$ cat config.mk
export PLATFORM = sky130hd
export DESIGN_NAME = sram_like_arbiter_flat
export DESIGN_NICKNAME = d
export VERILOG_FILES = /design/src/rtl/sram_like_if.sv /design/src/rtl/sram_like_arbiter.sv /design/src/flat_wrapper.sv
export SDC_FILE = /design/constraint.sdc
export NUM_CORES = 1
export LEC_CHECK = 0
export ABC_AREA = 1
export CORE_AREA = 2 2 125 127
export CTS_CLUSTER_DIAMETER = 80
export DETAILED_ROUTE_END_ITERATION = 10
export DIE_AREA = 0 0 127 129
export PLACE_DENSITY = 0.62
export SLEW_MARGIN = 5
export SYNTH_ARGS = -nofsm -noshare
export SYNTH_HDL_FRONTEND = slang
export SYNTH_SLANG_ARGS = --single-unit
export TNS_END_PERCENT = 20
$ cat constraint.sdc
create_clock -name clock -period 1.65 [get_ports clock]
set_input_delay 0.2475 -clock clock [delete_from_list [all_inputs] [get_ports clock]]
set_output_delay 0.2475 -clock clock [all_outputs]
set_load 0.1 [all_outputs]
$ cat src/rtl/sram_like_if.sv
// SRAM-like bus: address phase (request/address_ready) followed by data phase (data_ready).
// The master modport drives the request side; the slave modport answers it.
interface sram_like_if #(
   parameter int unsigned ADDR_WIDTH = 32,
   parameter int unsigned DATA_WIDTH = 32
);
   logic                  request;
   logic                  write;
   logic [1:0]            size;
   logic [ADDR_WIDTH-1:0] address;
   logic [DATA_WIDTH-1:0] write_data;
   logic [3:0]            write_strobe;
   logic                  address_ready;
   logic                  data_ready;
   logic [DATA_WIDTH-1:0] read_data;

   modport master (
      output request, write, size, address, write_data, write_strobe,
      input  address_ready, data_ready, read_data
   );

   modport slave (
      input  request, write, size, address, write_data, write_strobe,
      output address_ready, data_ready, read_data
   );
endinterface

$ cat src/rtl/sram_like_arbiter.sv
// Shares one SRAM-like port between the fetch master and the data master.
// One outstanding transaction; data has priority, bounded by a starvation streak counter.
module sram_like_arbiter #(
   parameter int unsigned MAX_DATA_STREAK = 4,
   parameter int unsigned ADDR_WIDTH      = 32,
   parameter int unsigned DATA_WIDTH      = 32
) (
   input  logic       clock,
   input  logic       reset,
   sram_like_if.slave  inst,
   sram_like_if.slave  data,
   sram_like_if.master mem
);
   localparam int unsigned STREAK_WIDTH = 4;
   localparam logic [STREAK_WIDTH-1:0] STREAK_MAX = STREAK_WIDTH'(MAX_DATA_STREAK);

   typedef enum logic [1:0] {IDLE, ADDR, DATA} state_t;

   state_t                  state_q, state_d;
   logic                    owner_q, owner_d;   // 1 = data master owns the port
   logic [STREAK_WIDTH-1:0] streak_q, streak_d;

   logic                    sel_data_c;
   logic                    mem_request_c;
   logic                    handshake_c;
   logic                    in_data_c;
   logic [ADDR_WIDTH-1:0]   fwd_address_c;
   logic [DATA_WIDTH-1:0]   fwd_write_data_c;

   // State, owner and streak registers
   always_ff @(posedge clock or negedge reset) begin
      if (!reset) begin
         state_q  <= IDLE;
         owner_q  <= 1'b0;
         streak_q <= '0;
      end else begin
         state_q  <= state_d;
         owner_q  <= owner_d;
         streak_q <= streak_d;
      end
   end

   // Arbitration, next state and streak update
   always_comb begin
      state_d       = state_q;
      owner_d       = owner_q;
      streak_d      = streak_q;
      sel_data_c    = owner_q;
      mem_request_c = 1'b0;
      case (state_q)
         IDLE: begin
            sel_data_c    = data.request && (!inst.request || (streak_q < STREAK_MAX));
            mem_request_c = data.request || inst.request;
            if (mem_request_c) begin
               owner_d = sel_data_c;
               state_d = mem.address_ready ? DATA : ADDR;
            end
         end
         ADDR: begin
            // A dropped owner request is a flush: abandon without a handshake.
            mem_request_c = owner_q ? data.request : inst.request;
            if (!mem_request_c)
               state_d = IDLE;
            else if (mem.address_ready)
               state_d = DATA;
         end
         DATA: begin
            if (mem.data_ready)
               state_d = IDLE;
         end
         default: state_d = IDLE;
      endcase

      handshake_c = mem_request_c && mem.address_ready;
      if (handshake_c) begin
         if (sel_data_c && inst.request)
            streak_d = (streak_q < STREAK_MAX) ? streak_q + STREAK_WIDTH'(1) : STREAK_MAX;
         else
            streak_d = '0;
      end
   end

   assign in_data_c        = (state_q == DATA);
   assign fwd_address_c    = sel_data_c ? data.address    : inst.address;
   assign fwd_write_data_c = sel_data_c ? data.write_data : inst.write_data;

   // Forward the selected master's fields to the slave
   assign mem.request      = mem_request_c;
   assign mem.write        = sel_data_c ? data.write        : inst.write;
   assign mem.size         = sel_data_c ? data.size         : inst.size;
   assign mem.write_strobe = sel_data_c ? data.write_strobe : inst.write_strobe;
   assign mem.address      = fwd_address_c;
   assign mem.write_data   = fwd_write_data_c;

   // Readies reach only the owner, and only in the phase they belong to
   assign inst.address_ready = handshake_c && !sel_data_c;
   assign data.address_ready = handshake_c &&  sel_data_c;
   assign inst.data_ready    = in_data_c && mem.data_ready && !owner_q;
   assign data.data_ready    = in_data_c && mem.data_ready &&  owner_q;
   assign inst.read_data     = mem.read_data;
   assign data.read_data     = mem.read_data;
endmodule

$ cat src/flat_wrapper.sv
// flat-port wrapper written by rule: the top's interface ports become plain ports
module sram_like_arbiter_flat 
#(
   parameter int unsigned MAX_DATA_STREAK = 4,
   parameter int unsigned ADDR_WIDTH      = 32,
   parameter int unsigned DATA_WIDTH      = 32
)
  (clock, reset, inst_request, inst_write, inst_size, inst_address, inst_write_data, inst_write_strobe, inst_address_ready, inst_data_ready, inst_read_data, data_request, data_write, data_size, data_address, data_write_data, data_write_strobe, data_address_ready, data_data_ready, data_read_data, mem_request, mem_write, mem_size, mem_address, mem_write_data, mem_write_strobe, mem_address_ready, mem_data_ready, mem_read_data);
  sram_like_if #(.ADDR_WIDTH(ADDR_WIDTH), .DATA_WIDTH(DATA_WIDTH)) inst_i ();
  sram_like_if #(.ADDR_WIDTH(ADDR_WIDTH), .DATA_WIDTH(DATA_WIDTH)) data_i ();
  sram_like_if #(.ADDR_WIDTH(ADDR_WIDTH), .DATA_WIDTH(DATA_WIDTH)) mem_i ();
  input  logic clock;
  input  logic reset;
  input wire logic [$bits(inst_i.request)-1:0] inst_request;
  input wire logic [$bits(inst_i.write)-1:0] inst_write;
  input wire logic [$bits(inst_i.size)-1:0] inst_size;
  input wire logic [$bits(inst_i.address)-1:0] inst_address;
  input wire logic [$bits(inst_i.write_data)-1:0] inst_write_data;
  input wire logic [$bits(inst_i.write_strobe)-1:0] inst_write_strobe;
  output wire logic [$bits(inst_i.address_ready)-1:0] inst_address_ready;
  output wire logic [$bits(inst_i.data_ready)-1:0] inst_data_ready;
  output wire logic [$bits(inst_i.read_data)-1:0] inst_read_data;
  input wire logic [$bits(data_i.request)-1:0] data_request;
  input wire logic [$bits(data_i.write)-1:0] data_write;
  input wire logic [$bits(data_i.size)-1:0] data_size;
  input wire logic [$bits(data_i.address)-1:0] data_address;
  input wire logic [$bits(data_i.write_data)-1:0] data_write_data;
  input wire logic [$bits(data_i.write_strobe)-1:0] data_write_strobe;
  output wire logic [$bits(data_i.address_ready)-1:0] data_address_ready;
  output wire logic [$bits(data_i.data_ready)-1:0] data_data_ready;
  output wire logic [$bits(data_i.read_data)-1:0] data_read_data;
  output wire logic [$bits(mem_i.request)-1:0] mem_request;
  output wire logic [$bits(mem_i.write)-1:0] mem_write;
  output wire logic [$bits(mem_i.size)-1:0] mem_size;
  output wire logic [$bits(mem_i.address)-1:0] mem_address;
  output wire logic [$bits(mem_i.write_data)-1:0] mem_write_data;
  output wire logic [$bits(mem_i.write_strobe)-1:0] mem_write_strobe;
  input wire logic [$bits(mem_i.address_ready)-1:0] mem_address_ready;
  input wire logic [$bits(mem_i.data_ready)-1:0] mem_data_ready;
  input wire logic [$bits(mem_i.read_data)-1:0] mem_read_data;
  assign inst_i.request = inst_request;
  assign inst_i.write = inst_write;
  assign inst_i.size = inst_size;
  assign inst_i.address = inst_address;
  assign inst_i.write_data = inst_write_data;
  assign inst_i.write_strobe = inst_write_strobe;
  assign inst_address_ready = inst_i.address_ready;
  assign inst_data_ready = inst_i.data_ready;
  assign inst_read_data = inst_i.read_data;
  assign data_i.request = data_request;
  assign data_i.write = data_write;
  assign data_i.size = data_size;
  assign data_i.address = data_address;
  assign data_i.write_data = data_write_data;
  assign data_i.write_strobe = data_write_strobe;
  assign data_address_ready = data_i.address_ready;
  assign data_data_ready = data_i.data_ready;
  assign data_read_data = data_i.read_data;
  assign mem_request = mem_i.request;
  assign mem_write = mem_i.write;
  assign mem_size = mem_i.size;
  assign mem_address = mem_i.address;
  assign mem_write_data = mem_i.write_data;
  assign mem_write_strobe = mem_i.write_strobe;
  assign mem_i.address_ready = mem_address_ready;
  assign mem_i.data_ready = mem_data_ready;
  assign mem_i.read_data = mem_read_data;
  sram_like_arbiter #(.MAX_DATA_STREAK(MAX_DATA_STREAK), .ADDR_WIDTH(ADDR_WIDTH), .DATA_WIDTH(DATA_WIDTH)) u_core (.clock(clock), .reset(reset), .inst(inst_i), .data(data_i), .mem(mem_i));
endmodule
Word level (Yosys, flattened, before mapping)
Cells that the tools add are included.
Word-level totals
  bits in registers: 7
  latch bits: 0
  memory bits (writable): 0
  ROM bits: 0
  input bits: 180
  output and inout bits: 140
  logic and storage cells: 42
  memories kept: 0
Cells by class
  add/sub/neg operators: 1
  $mul: 0
  divide/modulo/power cells: 0
  $lt $le $gt $ge: 1
  eq/ne operators: 5
  shift-type cells: 0
  mux-type cells: 16
  bitwise operators: 0
  reduce and logical (&&, ||, !) cells: 16
Operators with widths (count)
  two-way mux 32 bit: 2
  two-way mux 2 bit: 6
  two-way mux 4 bit: 3
  logical AND 1 bit: 8
  one-hot mux 2 bit (3 select lines): 1
  adder 4 x 1 -> 4 bit (second input constant): 1
  less-than comparator 4 x 3 -> 1 bit (second input constant): 1
  zero test 1 bit: 3
  two-way mux 1 bit: 3
  != test 3 bit (second input constant): 1
  AND reduction 3 bit: 1
  == test 2 x 1 -> 1 bit (second input constant): 1
  == test 2 bit (second input constant): 1
  zero test 2 bit: 1
  logical OR 1 bit: 2
  != test 2 x 1 -> 1 bit (second input constant): 1
  != test 2 bit (second input constant): 1
  one-hot mux 1 bit (2 select lines): 1
  AND reduction 2 bit: 1

Logic depth before layout (Yosys ltp)
  word-level depth: 6
  depth in mapped cells: 9
  gate-level depth less buffers: 8

Worst setup path before layout
OpenSTA, ideal clock, no wires.
  kind: register -> output
  from: register u_core.owner_q
  to: output data_address_ready
  arrival: 2953 ps
  required time: 1402 ps
  setup slack: -1551 ps
  cell stages (with the launch flop): 8
  path buffers: 0
  cells stage by stage: dfrtp_1 inv_1 nand2_1 nand2_1 nand2_1 nand2_1 nand2_1 nor2_1
On the way
  cells in the longest elaborated chain, start to end: 4
RTL lines
  from (decl): line sram_like_arbiter.sv:20  | logic owner_q, owner_d;
  from (signal assigned): line sram_like_arbiter.sv:38  | owner_q <= owner_d;
  two-way mux 1 bit: line sram_like_arbiter.sv:61  | mem_request_c = owner_q ? data.request : inst.request;
  one-hot mux 1 bit (2 select lines): line sram_like_arbiter.sv:50  | case (state_q)
  via mem_request: line flat_wrapper.sv:32  | output wire logic [$bits(mem_i.request)-1:0] mem_request;
  logical AND 1 bit: line sram_like_arbiter.sv:74  | handshake_c = mem_request_c && mem.address_ready;
  logical AND 1 bit: line sram_like_arbiter.sv:97  | assign data.address_ready = handshake_c && sel_data_c;
  to (decl): line flat_wrapper.sv:29  | output wire logic [$bits(data_i.address_ready)-1:0] data_address_ready;
The timed path passes the listed nets, and every way through them passes these cells.

Worst setup path after layout
  from: input inst_request
  to: output mem_write_data[20]
On the way
  cells in the longest elaborated chain, start to end: 5
RTL lines
  from (decl): line flat_wrapper.sv:14  | input wire logic [$bits(inst_i.request)-1:0] inst_request;
  zero test 1 bit: line sram_like_arbiter.sv:52  | sel_data_c = data.request && (!inst.request || (streak_q < STREAK_MAX));
  logical OR 1 bit: line sram_like_arbiter.sv:52
  logical AND 1 bit: line sram_like_arbiter.sv:52
  two-way mux 1 bit: line sram_like_arbiter.sv:50
  two-way mux 32 bit: line sram_like_arbiter.sv:85  | assign fwd_write_data_c = sel_data_c ? data.write_data : inst.write_data;
  to (decl): line flat_wrapper.sv:36  | output wire logic [$bits(mem_i.write_data)-1:0] mem_write_data;
No other way between the ends.

==> results.cfg <==
[sta]
fin_ws_ns = -0.285
fmax_mhz = 517
slew_headroom = 0.779
hold_violations = 0
period_share = 1.17
clock_skew_ns = 0.00127
fin_hold_ws_ns = 0.286
setup_violations = 74
slew_violations = 0
tightest_slew_ns = 0.331
fin_crit_ns = 1.93
rsz0062_at_grt = yes
setup-tns-final_ns = -18.22

[synthesis]
ys_seq_elements = 7
ys_types = 17
yosysTopAreaCell = nand2_1
synth_area_leaders = nand2_1 48%, buf_4 27%, dfrtp_1 9.7%
seq_area_frac_synth = 0.0968
syn_avg_cell_area_um2 = 5.11
synth_top_area_share = 0.483
synth_warnings = 0
synthCells = 354
syn-cell-area_mm2 = 0.00181
synthesis.nets = 535

[clock_tree]
cts_root_buffer = clkbuf_16
cts_buffer_depth = 2
cts_buffers = 3
cts_num_sinks = 7
cts.reportedPaths.clkPinSlew_ns = 0.04
cts_tree = built
htreeDepth = 1
clkLatencyLatePin_ns = 0.23

[grt]
grt_pass1_wl_um = 15800
grt_pass1_vias = 2760
grt_antenna_before_repair = 0
gr-total-overflow = 0
grt_util_all_layers = 0.125
grt_max_degree = 33

[floorplan]
die_h_um = 129
row_count = 45
initial_utilization = 0.121
ios = 320
die_x_um = 127
fp.coreArea_mm2 = 0.0150
design.die.area_mm2 = 0.0164

[critical_path]
critPathLaunchType = primary input
worstPathCellList = clkdlybuf4s50_1 -> nand2_2 -> nand2_4 -> nand2_8 -> inv_8 -> buf_12 -> nand2_1 -> nand2_1 -> buf_12
required_ns = 1.40
startpoint = inst_request
path_class = in -> out
endpoint_kind = output pin
r2r-start = u_core.state_q[0]
crit_slowest_cell = clkdlybuf4s50_1
slowest_delay_ns = 0.50
crit_fanout = 30
crit_arrival_ns = 1.69

[finish]
antennaDiodeCount = 0
final_cell_mix = 146 x clkdlybuf4s50_1, 145 x nand2_1, 79 x buf_12
layout-drive-gt1-share = 0.380
nNetsFinal = 708
nFillCells = 1520
final-seq-area_um2 = 175
multi_input_area_mm2 = 0.00143
syn_to_final_growth_pct = 194
layout_commonest_cell = clkdlybuf4s50_1

[drt]
drc = 0
vias_per_cell = 3.83
dr.pass1.iters = 4
drt_wl_total_um = 11200
via_count = 2736
drt-initial-drc-count = 70
ant_nets = 0
wl_per_cell_um = 15.7

[place]
gp_congestion = 0.771
place_hpwl_um = 8230
portBuffers = 223

[worst_hold_path]
hold_class = in -> async

[run_status]
failed_checks = setup timing
status = finished, violations left

[run]
drv_cap = 0
-- metal layers --
metal  GRT usage  vias to the layer above  wire, µm
met5           0                        -         0
met4      0.0259                        0       180
met3      0.0511                       18      1270
met2       0.220                      172      5490
met1       0.143                     1208      4300
li1            -                     1338         -
-- logic make-up after synthesis --
kind of cell    synth area share
buf+inv                    0.350
simple gates               0.537
compound gates           0.00967
fa+ha+maj                0.00691
flops                     0.0968
-- critical path, delay by kind of cell --
family / cells / cell delay, ns
buf+inv: 4 / 0.97
simple gates: 5 / 0.44
-- layout make-up --
cell class	count	area share
clock buffers	4	0.0148
inverters	10	0.00848
multi-input cells	258	0.269
flip-flops and latches	7	0.0330
well taps	188	0.0443
repair buffers	247	0.631
-- Yosys cell counts (all sizes together) --
cell type  instances
inv               10
a21oi              1
o21ai              1
nand4              3
nor3               2
buf               79
nor2              11
nand3              3
o31ai              1
ha                 1
nand2            235
dfrtp              7
-- sequential cells by signal, indices dropped and copies added (netlist names) --
name             cells
u_core.owner_q       1
u_core.streak_q      4
u_core.state_q       2
-- worst paths after layout --
check / endpoint / slack [ns] / depth (start not counted)
worst max-delay path: mem_write_data[20] / -0.28 / 9
max in group asynchronous: u_core.owner_q / 1.12 / 1
worst min register to register: u_core.streak_q[2] / 0.47 / 2
worst min-delay path: u_core.state_q[1] / 0.29 / 1
min in group clock: u_core.streak_q[2] / 0.47 / 2
worst max register to register: u_core.streak_q[1] / 0.24 / 9
-- repair_timing --
item,4_1_cts,5_1_grt
setup buffers,3,0
pin swaps,15,18
gates resized for setup,71,39
cloned,4,2
hold buffers,0,0
setup endpoints to repair,74,75
-- through the flow --
stage	utilization	worst slack (ns)	std cells	area, µm²
floorplan	-	-0.384	354	1940
global placement	0.317	-0.391	702	4750
detailed placement	0.317	-0.374	702	4750
CTS	0.343	-0.306	713	5140
global route	0.355	-0.369	714	5310
finish	0.355	-0.285	714	5310
Power is not shown: default switching activity piles up to over one toggle a cycle in this logic, so the estimate is an artifact.
